$ cat src/rtl/generador_inmediato_pipe_if.sv
// Handshake and payload bundle for the immediate generator: upstream
// instruction/PC offer, downstream decoded result, plus flush.
interface generador_inmediato_pipe_if #(
  parameter int unsigned XLEN = 32
);
  localparam int unsigned ILEN  = 32;
  localparam int unsigned FMT_W = 3;

  logic              flush;
  logic              in_valid;
  logic              in_ready;
  logic [ILEN-1:0]   instruction;
  logic [XLEN-1:0]   pc;
  logic              out_valid;
  logic              out_ready;
  logic [XLEN-1:0]   Imm;
  logic [FMT_W-1:0]  fmt;
  logic [XLEN-1:0]   target;
  logic              illegal;

  // Producer/consumer side (drives instructions, accepts results)
  modport master (
    output flush, in_valid, instruction, pc, out_ready,
    input  in_ready, out_valid, Imm, fmt, target, illegal
  );

  // Generator side
  modport slave (
    input  flush, in_valid, instruction, pc, out_ready,
    output in_ready, out_valid, Imm, fmt, target, illegal
  );
endinterface

$ cat src/rtl/generador_inmediato_pipe.sv
// Pipelined RV32I/RV64I immediate generator: decodes the immediate format,
// sign-extends to XLEN, computes PC-relative targets and carries the result
// through STAGES elastic valid/ready register stages with flush.
module generador_inmediato_pipe #(
  parameter int unsigned XLEN   = 32,
  parameter int unsigned STAGES = 1
) (
  input  logic                     clk,
  input  logic                     rst_n,
  generador_inmediato_pipe_if.slave bus
);

  localparam int unsigned ILEN  = 32;
  localparam int unsigned FMT_W = 3;

  typedef enum logic [FMT_W-1:0] {
    FMT_NONE = 3'd0,
    FMT_I    = 3'd1,
    FMT_S    = 3'd2,
    FMT_B    = 3'd3,
    FMT_U    = 3'd4,
    FMT_J    = 3'd5
  } fmt_e;

  typedef struct packed {
    logic [XLEN-1:0]  imm;
    logic [XLEN-1:0]  target;
    logic [FMT_W-1:0] fmt;
    logic             illegal;
  } entry_t;

  localparam logic [6:0] OP_LOAD   = 7'b0000011;
  localparam logic [6:0] OP_OPIMM  = 7'b0010011;
  localparam logic [6:0] OP_JALR   = 7'b1100111;
  localparam logic [6:0] OP_STORE  = 7'b0100011;
  localparam logic [6:0] OP_BRANCH = 7'b1100011;
  localparam logic [6:0] OP_LUI    = 7'b0110111;
  localparam logic [6:0] OP_AUIPC  = 7'b0010111;
  localparam logic [6:0] OP_JAL    = 7'b1101111;

  logic [ILEN-1:0]   ins;
  logic [ILEN-1:0]   imm32;
  logic              pc_rel;
  entry_t            dec;

  entry_t            data_q   [STAGES];
  entry_t            up_data  [STAGES];
  logic [STAGES-1:0] valid_q;
  logic [STAGES-1:0] up_valid;
  logic [STAGES-1:0] ld;

  assign ins = bus.instruction;

  // Combinational decode of the offered instruction (captured into stage 1)
  always_comb begin
    dec     = '0;
    imm32   = '0;
    pc_rel  = 1'b0;
    case (ins[6:0])
      OP_LOAD, OP_OPIMM, OP_JALR: begin
        // JALR needs rs1, so it never gets a target here
        dec.fmt = FMT_I;
        imm32   = {{20{ins[31]}}, ins[31:20]};
      end
      OP_STORE: begin
        dec.fmt = FMT_S;
        imm32   = {{20{ins[31]}}, ins[31:25], ins[11:7]};
      end
      OP_BRANCH: begin
        dec.fmt = FMT_B;
        imm32   = {{19{ins[31]}}, ins[31], ins[7], ins[30:25], ins[11:8], 1'b0};
        pc_rel  = 1'b1;
      end
      OP_LUI: begin
        dec.fmt = FMT_U;
        imm32   = {ins[31:12], 12'b0};
      end
      OP_AUIPC: begin
        dec.fmt = FMT_U;
        imm32   = {ins[31:12], 12'b0};
        pc_rel  = 1'b1;
      end
      OP_JAL: begin
        dec.fmt = FMT_J;
        imm32   = {{11{ins[31]}}, ins[31], ins[19:12], ins[20], ins[30:21], 1'b0};
        pc_rel  = 1'b1;
      end
      default: begin
        dec.fmt     = FMT_NONE;
        dec.illegal = 1'b1;
      end
    endcase
    // Sign extension from bit 31 up to XLEN (no-op width-wise for XLEN=32)
    dec.imm    = XLEN'($signed(imm32));
    dec.target = pc_rel ? (bus.pc + dec.imm) : '0;
  end

  // Ready chain: a stage loads when empty or when the stage after it loads
  always_comb begin
    logic chain;
    chain = bus.out_ready;
    ld    = '0;
    for (int k = STAGES - 1; k >= 0; k--) begin
      chain = chain | ~valid_q[k];
      ld[k] = chain;
    end
  end

  // Source of each stage: decode for stage 1, previous stage otherwise
  always_comb begin
    up_valid    = '0;
    up_data     = '{default: '0};
    up_valid[0] = bus.in_valid;
    up_data[0]  = dec;
    for (int k = 1; k < STAGES; k++) begin
      up_valid[k] = valid_q[k-1];
      up_data[k]  = data_q[k-1];
    end
  end

  // Stage registers; flush drops every valid bit including a same-cycle push
  always_ff @(posedge clk or negedge rst_n) begin
    if (!rst_n) begin
      valid_q <= '0;
      for (int k = 0; k < STAGES; k++) begin
        data_q[k] <= '0;
      end
    end else begin
      for (int k = 0; k < STAGES; k++) begin
        if (bus.flush) begin
          valid_q[k] <= 1'b0;
        end else if (ld[k]) begin
          valid_q[k] <= up_valid[k];
        end
        if (ld[k] && up_valid[k]) begin
          data_q[k] <= up_data[k];
        end
      end
    end
  end

  assign bus.in_ready  = ld[0];
  assign bus.out_valid = valid_q[STAGES-1];
  assign bus.Imm       = data_q[STAGES-1].imm;
  assign bus.target    = data_q[STAGES-1].target;
  assign bus.fmt       = data_q[STAGES-1].fmt;
  assign bus.illegal   = data_q[STAGES-1].illegal;

endmodule

$ cat src/flat_wrapper.sv
// flat-port wrapper written by rule: the top's interface ports become plain ports
module generador_inmediato_pipe_flat 
#(
  parameter int unsigned XLEN   = 32,
  parameter int unsigned STAGES = 1
)
  (clk, rst_n, bus_flush, bus_in_valid, bus_instruction, bus_pc, bus_out_ready, bus_in_ready, bus_out_valid, bus_Imm, bus_fmt, bus_target, bus_illegal);
  generador_inmediato_pipe_if #(.XLEN(XLEN)) bus_i ();
  input  logic clk;
  input  logic rst_n;
  input wire logic [$bits(bus_i.flush)-1:0] bus_flush;
  input wire logic [$bits(bus_i.in_valid)-1:0] bus_in_valid;
  input wire logic [$bits(bus_i.instruction)-1:0] bus_instruction;
  input wire logic [$bits(bus_i.pc)-1:0] bus_pc;
  input wire logic [$bits(bus_i.out_ready)-1:0] bus_out_ready;
  output wire logic [$bits(bus_i.in_ready)-1:0] bus_in_ready;
  output wire logic [$bits(bus_i.out_valid)-1:0] bus_out_valid;
  output wire logic [$bits(bus_i.Imm)-1:0] bus_Imm;
  output wire logic [$bits(bus_i.fmt)-1:0] bus_fmt;
  output wire logic [$bits(bus_i.target)-1:0] bus_target;
  output wire logic [$bits(bus_i.illegal)-1:0] bus_illegal;
  assign bus_i.flush = bus_flush;
  assign bus_i.in_valid = bus_in_valid;
  assign bus_i.instruction = bus_instruction;
  assign bus_i.pc = bus_pc;
  assign bus_i.out_ready = bus_out_ready;
  assign bus_in_ready = bus_i.in_ready;
  assign bus_out_valid = bus_i.out_valid;
  assign bus_Imm = bus_i.Imm;
  assign bus_fmt = bus_i.fmt;
  assign bus_target = bus_i.target;
  assign bus_illegal = bus_i.illegal;
  generador_inmediato_pipe #(.XLEN(XLEN), .STAGES(STAGES)) u_core (.clk(clk), .rst_n(rst_n), .bus(bus_i));
endmodule
$ cat config.mk
export PLATFORM = sky130hd
export DESIGN_NAME = generador_inmediato_pipe_flat
export DESIGN_NICKNAME = d
export VERILOG_FILES = /design/src/rtl/generador_inmediato_pipe_if.sv /design/src/rtl/generador_inmediato_pipe.sv /design/src/flat_wrapper.sv
export SDC_FILE = /design/constraint.sdc
export NUM_CORES = 1
export LEC_CHECK = 0
export CORE_UTILIZATION = 49
export DETAILED_ROUTE_END_ITERATION = 10
export HOLD_SLACK_MARGIN = 0.02
export PLACE_DENSITY = 0.82
export SYNTH_ARGS = -nofsm -noshare
export SYNTH_HDL_FRONTEND = slang
export SYNTH_SLANG_ARGS = --single-unit
$ cat constraint.sdc
create_clock -name clk -period 1.8 [get_ports clk]
set_input_delay 0.54 -clock clk [delete_from_list [all_inputs] [get_ports clk]]
set_output_delay 0.54 -clock clk [all_outputs]
set_load 0.01 [all_outputs]
==> impl_metrics.toml, run 1 <==
[outcome]
run_status = "stopped before the end"
stop_stage = "global routing (5_1_grt)"
error_line = "[ERROR GRT-0232] Routing congestion too high. Check the congestion heatmap in the GUI."

[synth]
yosys_warnings = 0
seq_total_area_yosys_pct = 36.0
synth_area_um2 = 4800
synth-main-ff-cell = "dfrtp_1"
synth_area_per_cell_um2 = 8.97
synth_async_sr_flop_share_pct = 100
synth_cells = 535
synthesis.nets = 636
ys_seq_elements = 69
ys_types = 59
edff_count_synth = 0

[sta]
grt_worst_setup_endpoint = "u_core.bus.target[29]$_DFFE_PN0P_/D"
endpoint_type = "sequential cell input"

[clock_network]
max-clock-path-buffers = 2
cts_made_buffers = 9
cts.hold.buffers_added = 0
cts_sinks = 69
clock_tree.root_cell = "clkbuf_8"
clock_tree.htree_level_count = 3

[die]
design.portCount = 139
initial_core_util_pct = 51.2
chipWidth_um = 101
fp-row-count = 35
chipHeight_um = 101

[placement]
dp.final_hpwl_um = 14000
place_worst_setup_slack_ps = -2270
routabilityCongestion = 0.978
number_of_buffers_inserted_by_port_buffering = 138

[global_routing]
grt.overflow.total = 4
grt_use_total_pct = 67.4
grt_start_max_net_pins = 70
[what timing repair did]
action,CTS
resized for setup,138
endpoints found under the setup margin,92
gates cloned,0
endpoints found under the hold margin,0
buffers inserted,14
pin swaps,33
[cells in the mapped netlist, drive strengths merged (9+ instances only)]
master | n | area, um^2
a21o | 46 | 345
a21oi | 36 | 180
a22o | 11 | 96.3
and2 | 13 | 81.3
clkbuf | 22 | 82.6
dfrtp | 69 | 1730
ha | 31 | 388
inv | 9 | 33.8
mux2 | 27 | 304
nand2 | 75 | 282
nand3 | 16 | 80.1
nand4 | 9 | 56.3
nor2 | 23 | 93.8
nor3 | 10 | 50.1
o21ai | 34 | 170
xnor2 | 9 | 78.8
xor2 | 11 | 96.3
[per-stage QoR]
stage / std cells / util, % / hold slack (ps) / cell area (um^2) / setup TNS, ps
2_1_floorplan: 535 / - / 244 / 5100 / -35380
3_3_place_gp: 930 / 82.1 / 460 / 7690 / -80320
3_5_place_dp: 930 / 82.1 / 461 / 7690 / -84070
4_1_cts: 959 / 87.5 / 226 / 8200 / -33380
[logic make-up after synthesis]
logic type      share of synthesized area, %
compound gates                          24.6
xor+xnor                                3.65
fa+ha+maj                               8.50
buf+inv                                 2.69
flops                                   36.0
mux                                     6.96
simple gates                            17.6
[metal layers]
layer | GRT overflow | track usage, %
met2 | 2 | 86.7
met5 | 0 | 23.6
met3 | 0 | 49.9
met4 | 2 | 61.5
met1 | 0 | 68.3
==> inputs of run 2 (changes only) <==
Settings changed: CORE_UTILIZATION 49 to 40, HOLD_SLACK_MARGIN 0.02 to unset, PLACE_DENSITY 0.82 to unset, PLACE_DENSITY_LB_ADDON set to 0.15.
==> run 2 against run 1 <==
The flow now finishes, with violations (DRC, setup timing). Synthesized cell count unchanged. Area after synthesis unchanged.
==> impl_metrics.toml, run 2 <==
[outcome]
run_status = "complete, but fails checks"
failed_checks = "DRC, setup timing"

[global_routing]
first_global_vias = 5870
grt.overflow.total = 0
grt_start_max_net_pins = 70
grt_first_pass_wirelength_um = 31400
antenna_found_initial = 0
grt_use_total_pct = 33.1

[synth]
yosysTopAreaCellShare_pct = 36.0
synth_simple_gate_area_share_pct = 17.6
synthesis.nets = 636
ys_seq_elements = 69
synth_cells = 535
edff_count_synth = 0
synth_async_sr_flop_share_pct = 100
ys_types = 59
yosys_warnings = 0
synth-main-ff-cell = "dfrtp_1"
synth_compound_area_share_pct = 24.6
synth_largest_area_cell = "dfrtp_1"
yosys-top-cells-area = "dfrtp_1 36%, ha_1 8.1%, a21o_1 7.2%"
synth.most_common_cell = "nand2_1"
synth-adder-area-share_pct = 8.50
synth_top_cells_by_count = "75 x nand2_1, 69 x dfrtp_1, 46 x a21o_1"
seq_total_area_yosys_pct = 36.0
synth_area_per_cell_um2 = 8.97
xor_xnor_portion_of_the_synthesized_cell_area_pct = 3.65
mux_contribution_to_synthesized_area_pct = 6.96
synth_area_um2 = 4800
dominant_combinational_cell_family_by_area_after_synthesis = "compound AO/OA/AOI/OAI gates"

[sta]
slew_headroom_pct = 74.3
layout_worst_path_cycle_share_pct = 178
actual_transition_at_the_worst_max_transition_pin_ps = 382
rsz0062_at_grt = "true"
setup_viol = 38
clock-skew-final_ps = 6.49
slew_viol_final = 0
min_tclk_post_route_ps = 3200
final.setup.worst_slack_ps = -1400
max_freq_mhz = 312
final-hold-violation-count = 0

[power_and_ir_drop]
peakVddDrop_mv = 0.430
switching_share_pct = 27.7
internal_power_w = 0.00348
clockPowerShare_pct = 41.3
static-leakage-power_nw = 5.11
sequential_share_of_power_pct = 33.3
switchingPower_w = 0.00133
power_density_nw_per_um2 = 513
power_frac_comb_pct = 25.5

[placement]
routabilityCongestion = 0.897
dp.final_hpwl_um = 14800
placed_cells_incl_taps = 959
place_worst_setup_slack_ps = -2140
number_of_buffers_inserted_by_port_buffering = 138

[routing]
drt_iter0_drc = 461
wl_per_cell_um = 20.6
routed_vias_inst = 5.65
wirelength_um = 21000
route.detailed.drc = 6
dr_total_vias = 5761
firstDrtPassIters = 8
drt.antenna.violating_nets = 0

[clock_network]
clock_tree.htree_level_count = 3
cts_sinks = 69
cts_tree = "built"
max-clock-path-buffers = 2
clock_tree.root_cell = "clkbuf_16"
clkSlewWorstSetupHoldPaths_ps = 60
cts_made_buffers = 9
clock_latency_ps = 350

[worst_hold_path]
hp-class = "in2async"

[cells_and_area]
stdcell_count = 1019
most-common-layout-cells = "177 x buf_4, 79 x clkdlybuf4s50_1, 69 x dfrtp_1"
final_common_cell = "buf_4"
number_of_diodes = 0
flow.area_growth_from_synthesis_pct = 95.5
n_fill_cell = 721
layout-drive-gt1-share_pct = 45.1
nets = 972

[critical_path]
critical_path_class = "in2reg"
cp.arrival_ps = 3440
critical_path_required_ps = 2040
critical_path.endpoint_type = "register"
start_kind = "input port"
cp_max_fo = 8

[die]
die-area_um2 = 12400
design.portCount = 139
initial_core_util_pct = 41.5
core_um2 = 11600
chipHeight_um = 112
fp-row-count = 39
chipWidth_um = 112

[flow_run]
max_cap_viol_count = 0
run 2: layer usage:
| metal | vias up | part of all wire (%) | track usage, % |
|---|---|---|---|
| met4 | 0 | 2.9 | 12.3 |
| li1 | 2658 | - | - |
| met1 | 2804 | 44 | 43.1 |
| met3 | 52 | 6.7 | 7.68 |
| met5 | - | 0 | 0 |
| met2 | 247 | 47 | 53.6 |
run 2: worst max-delay path, cell delays in order:
cell and delay [ps]:
buf_8 100, and2_4 160, nand2_4 50, o31a_1 150, nor3_2 50, buf_4 140
o21a_4 250, buf_6 120, a21o_4 210, ha_4 300, nand2_4 70, or3_4 410
nor3_4 220, o21ai_4 130, a21oi_2 200, o21ai_1 80, a32o_1 250
run 2: layout make-up:
cell class | count | area (um^2) | share of cell area (%)
clock buffers | 10 | 239 | 2.55
clock inverters | 6 | 86.3 | 0.920
inverters | 9 | 33.8 | 0.360
multi-input cells | 432 | 3940 | 42.0
flip-flops and latches | 69 | 1730 | 18.4
well taps | 143 | 179 | 1.91
repair buffers | 350 | 3180 | 33.9
run 2: logic make-up (layout without fill, tap and decap cells):
group	after synthesis	in the layout
compound gates	175	175
xor+xnor	20	20
fa+ha+maj	32	32
buf+inv	34	375
flops	69	69
mux	30	30
simple gates	175	175
run 2: timing repair:
| action | CTS | global route |
|---|---|---|
| gates cloned | 0 | 1 |
| hold buffers | 0 | 0 |
| hold endpoints to repair | 0 | 0 |
| endpoints found under the setup margin | 85 | 72 |
| pin swaps | 74 | 73 |
| setup buffers | 33 | 18 |
| resized for setup | 176 | 93 |
run 2: path summary, 6_finish.rpt:
check / slack (ps) / from / cells after the start / endpoint
worst max-delay path: -1400 / bus_instruction[6] / 17 / u_core.bus.target[25]$_DFFE_PN0P_
worst min-delay path: 220 / rst_n / 2 / u_core.bus.target[11]$_DFFE_PN0P_
worst min register to register: 470 / u_core.bus.Imm[3]$_DFFE_PN0P_ / 2 / u_core.bus.Imm[3]$_DFFE_PN0P_
max in group asynchronous: 1270 / rst_n / 2 / u_core.bus.Imm[26]$_DFFE_PN0P_
min in group clk: 470 / u_core.bus.Imm[3]$_DFFE_PN0P_ / 2 / u_core.bus.Imm[3]$_DFFE_PN0P_
worst max register to register: 270 / u_core.bus.out_valid$_DFFE_PN0P_ / 6 / u_core.bus.target[31]$_DFFE_PN0P_
run 2: through the flow:
stage | TNS (ps) | power, W | util, % | hold WS, ps | instance area [um^2]
after floorplan | -35380 | 0.00204 | - | 244 | 5100
after detailed placement | -80490 | 0.00265 | 67.7 | 466 | 7830
after global routing | -36850 | 0.00495 | 81.2 | 266 | 9390
final | -33750 | 0.00481 | 81.2 | 217 | 9390
after CTS | -33080 | 0.00472 | 76.8 | 234 | 8880
after global placement | -74840 | 0.00263 | 67.7 | 458 | 7830
run 2: power by group through the flow:
| stage | Combinational, W | Sequential [W] | Clock (W) |
|---|---|---|---|
| after floorplan | 0.000391 | 0.00164 | 0 |
| after global placement | 0.00100 | 0.00163 | 0 |
| after detailed placement | 0.00101 | 0.00163 | 0 |
| after CTS | 0.00112 | 0.00160 | 0.00199 |
| after global routing | 0.00129 | 0.00161 | 0.00205 |
| final | 0.00123 | 0.00160 | 0.00199 |
Note: power is estimated with default switching activity, not from simulation.
==> inputs of run 3 (changes only) <==
Settings changed: PLACE_DENSITY set to 0.7, PLACE_DENSITY_LB_ADDON 0.15 to unset.
==> run 3 against run 2 <==
The run still ends with DRC, setup timing left. Die area unchanged. Combinational power fell by 5%. Highest routed layer unchanged. Maximum frequency rose by 0.82%. Largest cell class unchanged. Clock skew decreased by 2.7 ps. Worst setup slack improved by 26 ps. Critical path type unchanged. Non-clock buffer count down 4.
==> impl_metrics.toml, run 3 (synthesis gave the netlist of run 2 again) <==
[outcome]
failed_checks = "DRC, setup timing"
run_status = "complete, but fails checks"

[routing]
route.detailed.drc = 5
routed_vias_inst = 5.61
wl_per_cell_um = 19.9
drt_iter0_drc = 301
drt.antenna.violating_nets = 0
wirelength_um = 20200
firstDrtPassIters = 8
dr_total_vias = 5698

[sta]
actual_transition_at_the_worst_max_transition_pin_ps = 420
slew_viol_final = 0
final.setup.worst_slack_ps = -1380
clock-skew-final_ps = 3.83
final-hold-violation-count = 0
min_tclk_post_route_ps = 3180
hold_slack_ps = 103
layout_worst_path_cycle_share_pct = 177
setup_viol = 39
max_freq_mhz = 315
slew_headroom_pct = 71.8
rsz0062_at_grt = "true"

[die]
design.portCount = 139
initial_core_util_pct = 41.5
chipHeight_um = 112
core_um2 = 11600
die-area_um2 = 12400
chipWidth_um = 112
fp-row-count = 39

[critical_path]
critical_path_class = "in2reg"
start_kind = "input port"
worstReg2RegEnd = "u_core.bus.target[27]$_DFFE_PN0P_"
regToRegSetupSlack_ps = 100
cp_max_fo = 8
critical_path.endpoint_type = "register"
rr_startpoint = "u_core.bus.out_valid$_DFFE_PN0P_"
r2r_cells = 6
cp.arrival_ps = 3410
critical_path_required_ps = 2030

[cells_and_area]
layout-drive-gt1-share_pct = 43.8
nets = 968
flow.area_growth_from_synthesis_pct = 93.8
n_fill_cell = 753
final_core_utilization_pct = 80.5
most-common-layout-cells = "177 x buf_4, 80 x clkdlybuf4s50_1, 69 x dfrtp_1"
number_of_diodes = 0
final_common_cell = "buf_4"

[placement]
number_of_buffers_inserted_by_port_buffering = 138
routabilityCongestion = 0.955
dp.final_hpwl_um = 14800

[flow_run]
max_cap_viol_count = 0

[global_routing]
grt_start_max_net_pins = 31
antenna_found_initial = 0
grt_use_total_pct = 31.9
first_global_vias = 5693
grt.overflow.total = 0
grt_first_pass_wirelength_um = 30400

[clock_network]
clock_latency_ps = 340
max-clock-path-buffers = 2
clock_tree.htree_level_count = 3
cts_sinks = 69
clock_tree.root_cell = "clkbuf_16"
cts_made_buffers = 9
cts.hold.buffers_added = 0
clkSlewWorstSetupHoldPaths_ps = 60
cts_tree = "built"

[worst_hold_path]
hp-class = "in2async"

[power_and_ir_drop]
power_density_nw_per_um2 = 511
peakVddDrop_mv = 0.508
static-leakage-power_nw = 5.18
run 3: cell count changes in the layout (fill, tap and decap cells not counted), sizes merged:
cell / previous run / this run
clkdlybuf4s50: 79 / 80
buf: 220 / 217
dlygate4sd2: 22 / 15
clkdlybuf4s15: 1 / 0
dlymetal6s2s: 28 / 34
run 3: stage by stage:
| step | setup WS, ps | instance area (um^2) | std cells | power (W) | setup TNS (ps) |
|---|---|---|---|---|---|
| 2_1_floorplan | -1420 | 5100 | 535 | 0.00204 | -35380 |
| 5_1_grt | -1440 | 9300 | 1015 | 0.00492 | -36460 |
| 3_5_place_dp | -2160 | 7830 | 958 | 0.00263 | -78910 |
| 4_1_cts | -1430 | 8810 | 1003 | 0.00468 | -31860 |
| 6_report | -1380 | 9300 | 1015 | 0.00475 | -33910 |
| 3_3_place_gp | -2090 | 7830 | 958 | 0.00262 | -73870 |
run 3: what timing repair did:
action	CTS	global route
pin swaps	72	35
gates resized for setup	160	92
cloned	0	0
setup endpoints to repair	77	81
buffers inserted	29	12
run 3: worst max path at each step:
stage | start | endpoint | slack (ps) | cells past startpoint
after detailed placement | bus_instruction[5] | u_core.bus.target[25]$_DFFE_PN0P_ | -2160 | 14
final | bus_instruction[6] | u_core.bus.target[25]$_DFFE_PN0P_ | -1380 | 15
after floorplan | bus_instruction[6] | u_core.bus.target[25]$_DFFE_PN0P_ | -1420 | 16
after global routing | bus_instruction[6] | u_core.bus.target[23]$_DFFE_PN0P_ | -1440 | 17
after global placement | bus_instruction[5] | u_core.bus.target[30]$_DFFE_PN0P_ | -2090 | 15
after CTS | bus_instruction[6] | u_core.bus.target[26]$_DFFE_PN0P_ | -1430 | 15
run 3: routing by layer:
layer	track usage, %	share of wire [%]	vias to the layer above
li1	-	-	2651
met1	42.4	43	2756
met2	51.7	48	243
met3	5.17	6.8	48
met4	12.8	2.7	0
met5	0	0	-
run 3: report_power, final:
| group | total (W) | switching (W) | internal (W) |
|---|---|---|---|
| sequential | 0.00160 | 0.0000194 | 0.00158 |
| clock | 0.00198 | 0.000728 | 0.00125 |
| combinational | 0.00117 | 0.000553 | 0.000620 |
| total | 0.00475 | 0.00130 | 0.00345 |
run 3: final cells by class:
class	count	area [um^2]	share of cell area, %
multi-input cells	432	3880	41.8
clock buffers	10	239	2.57
clock inverters	6	86.3	0.928
flip-flops and latches	69	1730	18.6
inverters	9	33.8	0.363
repair buffers	346	3150	33.9
well taps	143	179	1.92
run 3: worst max-delay path: stages:
cell	delay, ps
buf_8	100
buf_4	130
o31a_1	290
nor3_2	200
buf_4	150
o21a_4	200
a21o_1	220
ha_4	250
a21oi_4	160
o21ai_2	80
a22oi_2	220
and2_4	200
a21oi_2	50
or3_1	370
a32o_1	220
==> inputs of run 4 (changes only) <==
Settings changed: CORE_UTILIZATION 40 to 49, PLACE_DENSITY 0.7 to 0.83, SLEW_MARGIN set to 10.
==> run 4 against run 3 <==
The run now fails in global routing (5_1_grt). Area after synthesis stayed put. Synthesized cell count did not move.
==> impl_metrics.toml, run 4 <==
[synth]
mux_contribution_to_synthesized_area_pct = 6.96
synth_top_cells_by_count = "75 x nand2_1, 69 x dfrtp_1, 46 x a21o_1"
synth_largest_area_cell = "dfrtp_1"
synthesis.nets = 636
synth_async_sr_flop_share_pct = 100
ys_seq_elements = 69
yosys_warnings = 0
yosys-top-cells-area = "dfrtp_1 36%, ha_1 8.1%, a21o_1 7.2%"
synth.most_common_cell = "nand2_1"
synth_compound_area_share_pct = 24.6
synth_simple_gate_area_share_pct = 17.6
synth-main-ff-cell = "dfrtp_1"
seq_total_area_yosys_pct = 36.0
synth_area_per_cell_um2 = 8.97
dominant_combinational_cell_family_by_area_after_synthesis = "compound AO/OA/AOI/OAI gates"
synth_area_um2 = 4800
yosysTopAreaCellShare_pct = 36.0
synth_cells = 535
synth-adder-area-share_pct = 8.50
ys_types = 59
edff_count_synth = 0
xor_xnor_portion_of_the_synthesized_cell_area_pct = 3.65

[placement]
dp.final_hpwl_um = 14600
routabilityCongestion = 1.03
number_of_buffers_inserted_by_port_buffering = 138

[die]
initial_core_util_pct = 51.2
design.portCount = 139
fp-row-count = 35
chipWidth_um = 101
chipHeight_um = 101

[clock_network]
cts.hold.buffers_added = 0
clock_tree.root_cell = "clkbuf_8"
cts_sinks = 69
max-clock-path-buffers = 2
cts_made_buffers = 9
clock_tree.htree_level_count = 3

[outcome]
stop_stage = "global routing (5_1_grt)"
error_line = "[ERROR GRT-0232] Routing congestion too high. Check the congestion heatmap in the GUI."
run_status = "stopped before the end"

[sta]
endpoint_type = "sequential cell input"
grt_worst_setup_endpoint = "u_core.bus.target[30]$_DFFE_PN0P_/D"

[global_routing]
grt_start_max_net_pins = 70
grt_use_total_pct = 95.9
grt.overflow.total = 723
## run 4: cell counts after synthesis
No cell type changed its count.
## run 4: timing repair
item,in CTS
gates cloned,1
setup endpoints to repair,99
setup buffers,24
pin swaps,60
gates resized for setup,159
## run 4: cells by family after synthesis
logic type	after synthesis
adder cells (fa/ha/maj)	32
AO/OA/AOI/OAI	175
buffers and inverters	34
multiplexers	30
AND/OR/NAND/NOR	175
XOR/XNOR	20
flip-flops	69
## run 4: layer usage
layer	GRT overflow	GRT usage, %
met3	8	70.4
met1	4	85.6
met2	521	124
met5	1	47.7
met4	189	114
## run 4: stage by stage
stage | setup TNS (ps) | instance area (um^2) | utilization (%) | setup WS (ps) | std cells
2_1_floorplan | -35380 | 5100 | - | -1420 | 535
3_3_place_gp | -74940 | 7720 | 82.4 | -2080 | 933
3_5_place_dp | -79840 | 7720 | 82.4 | -2230 | 933
4_1_cts | -33700 | 8410 | 89.8 | -1440 | 972
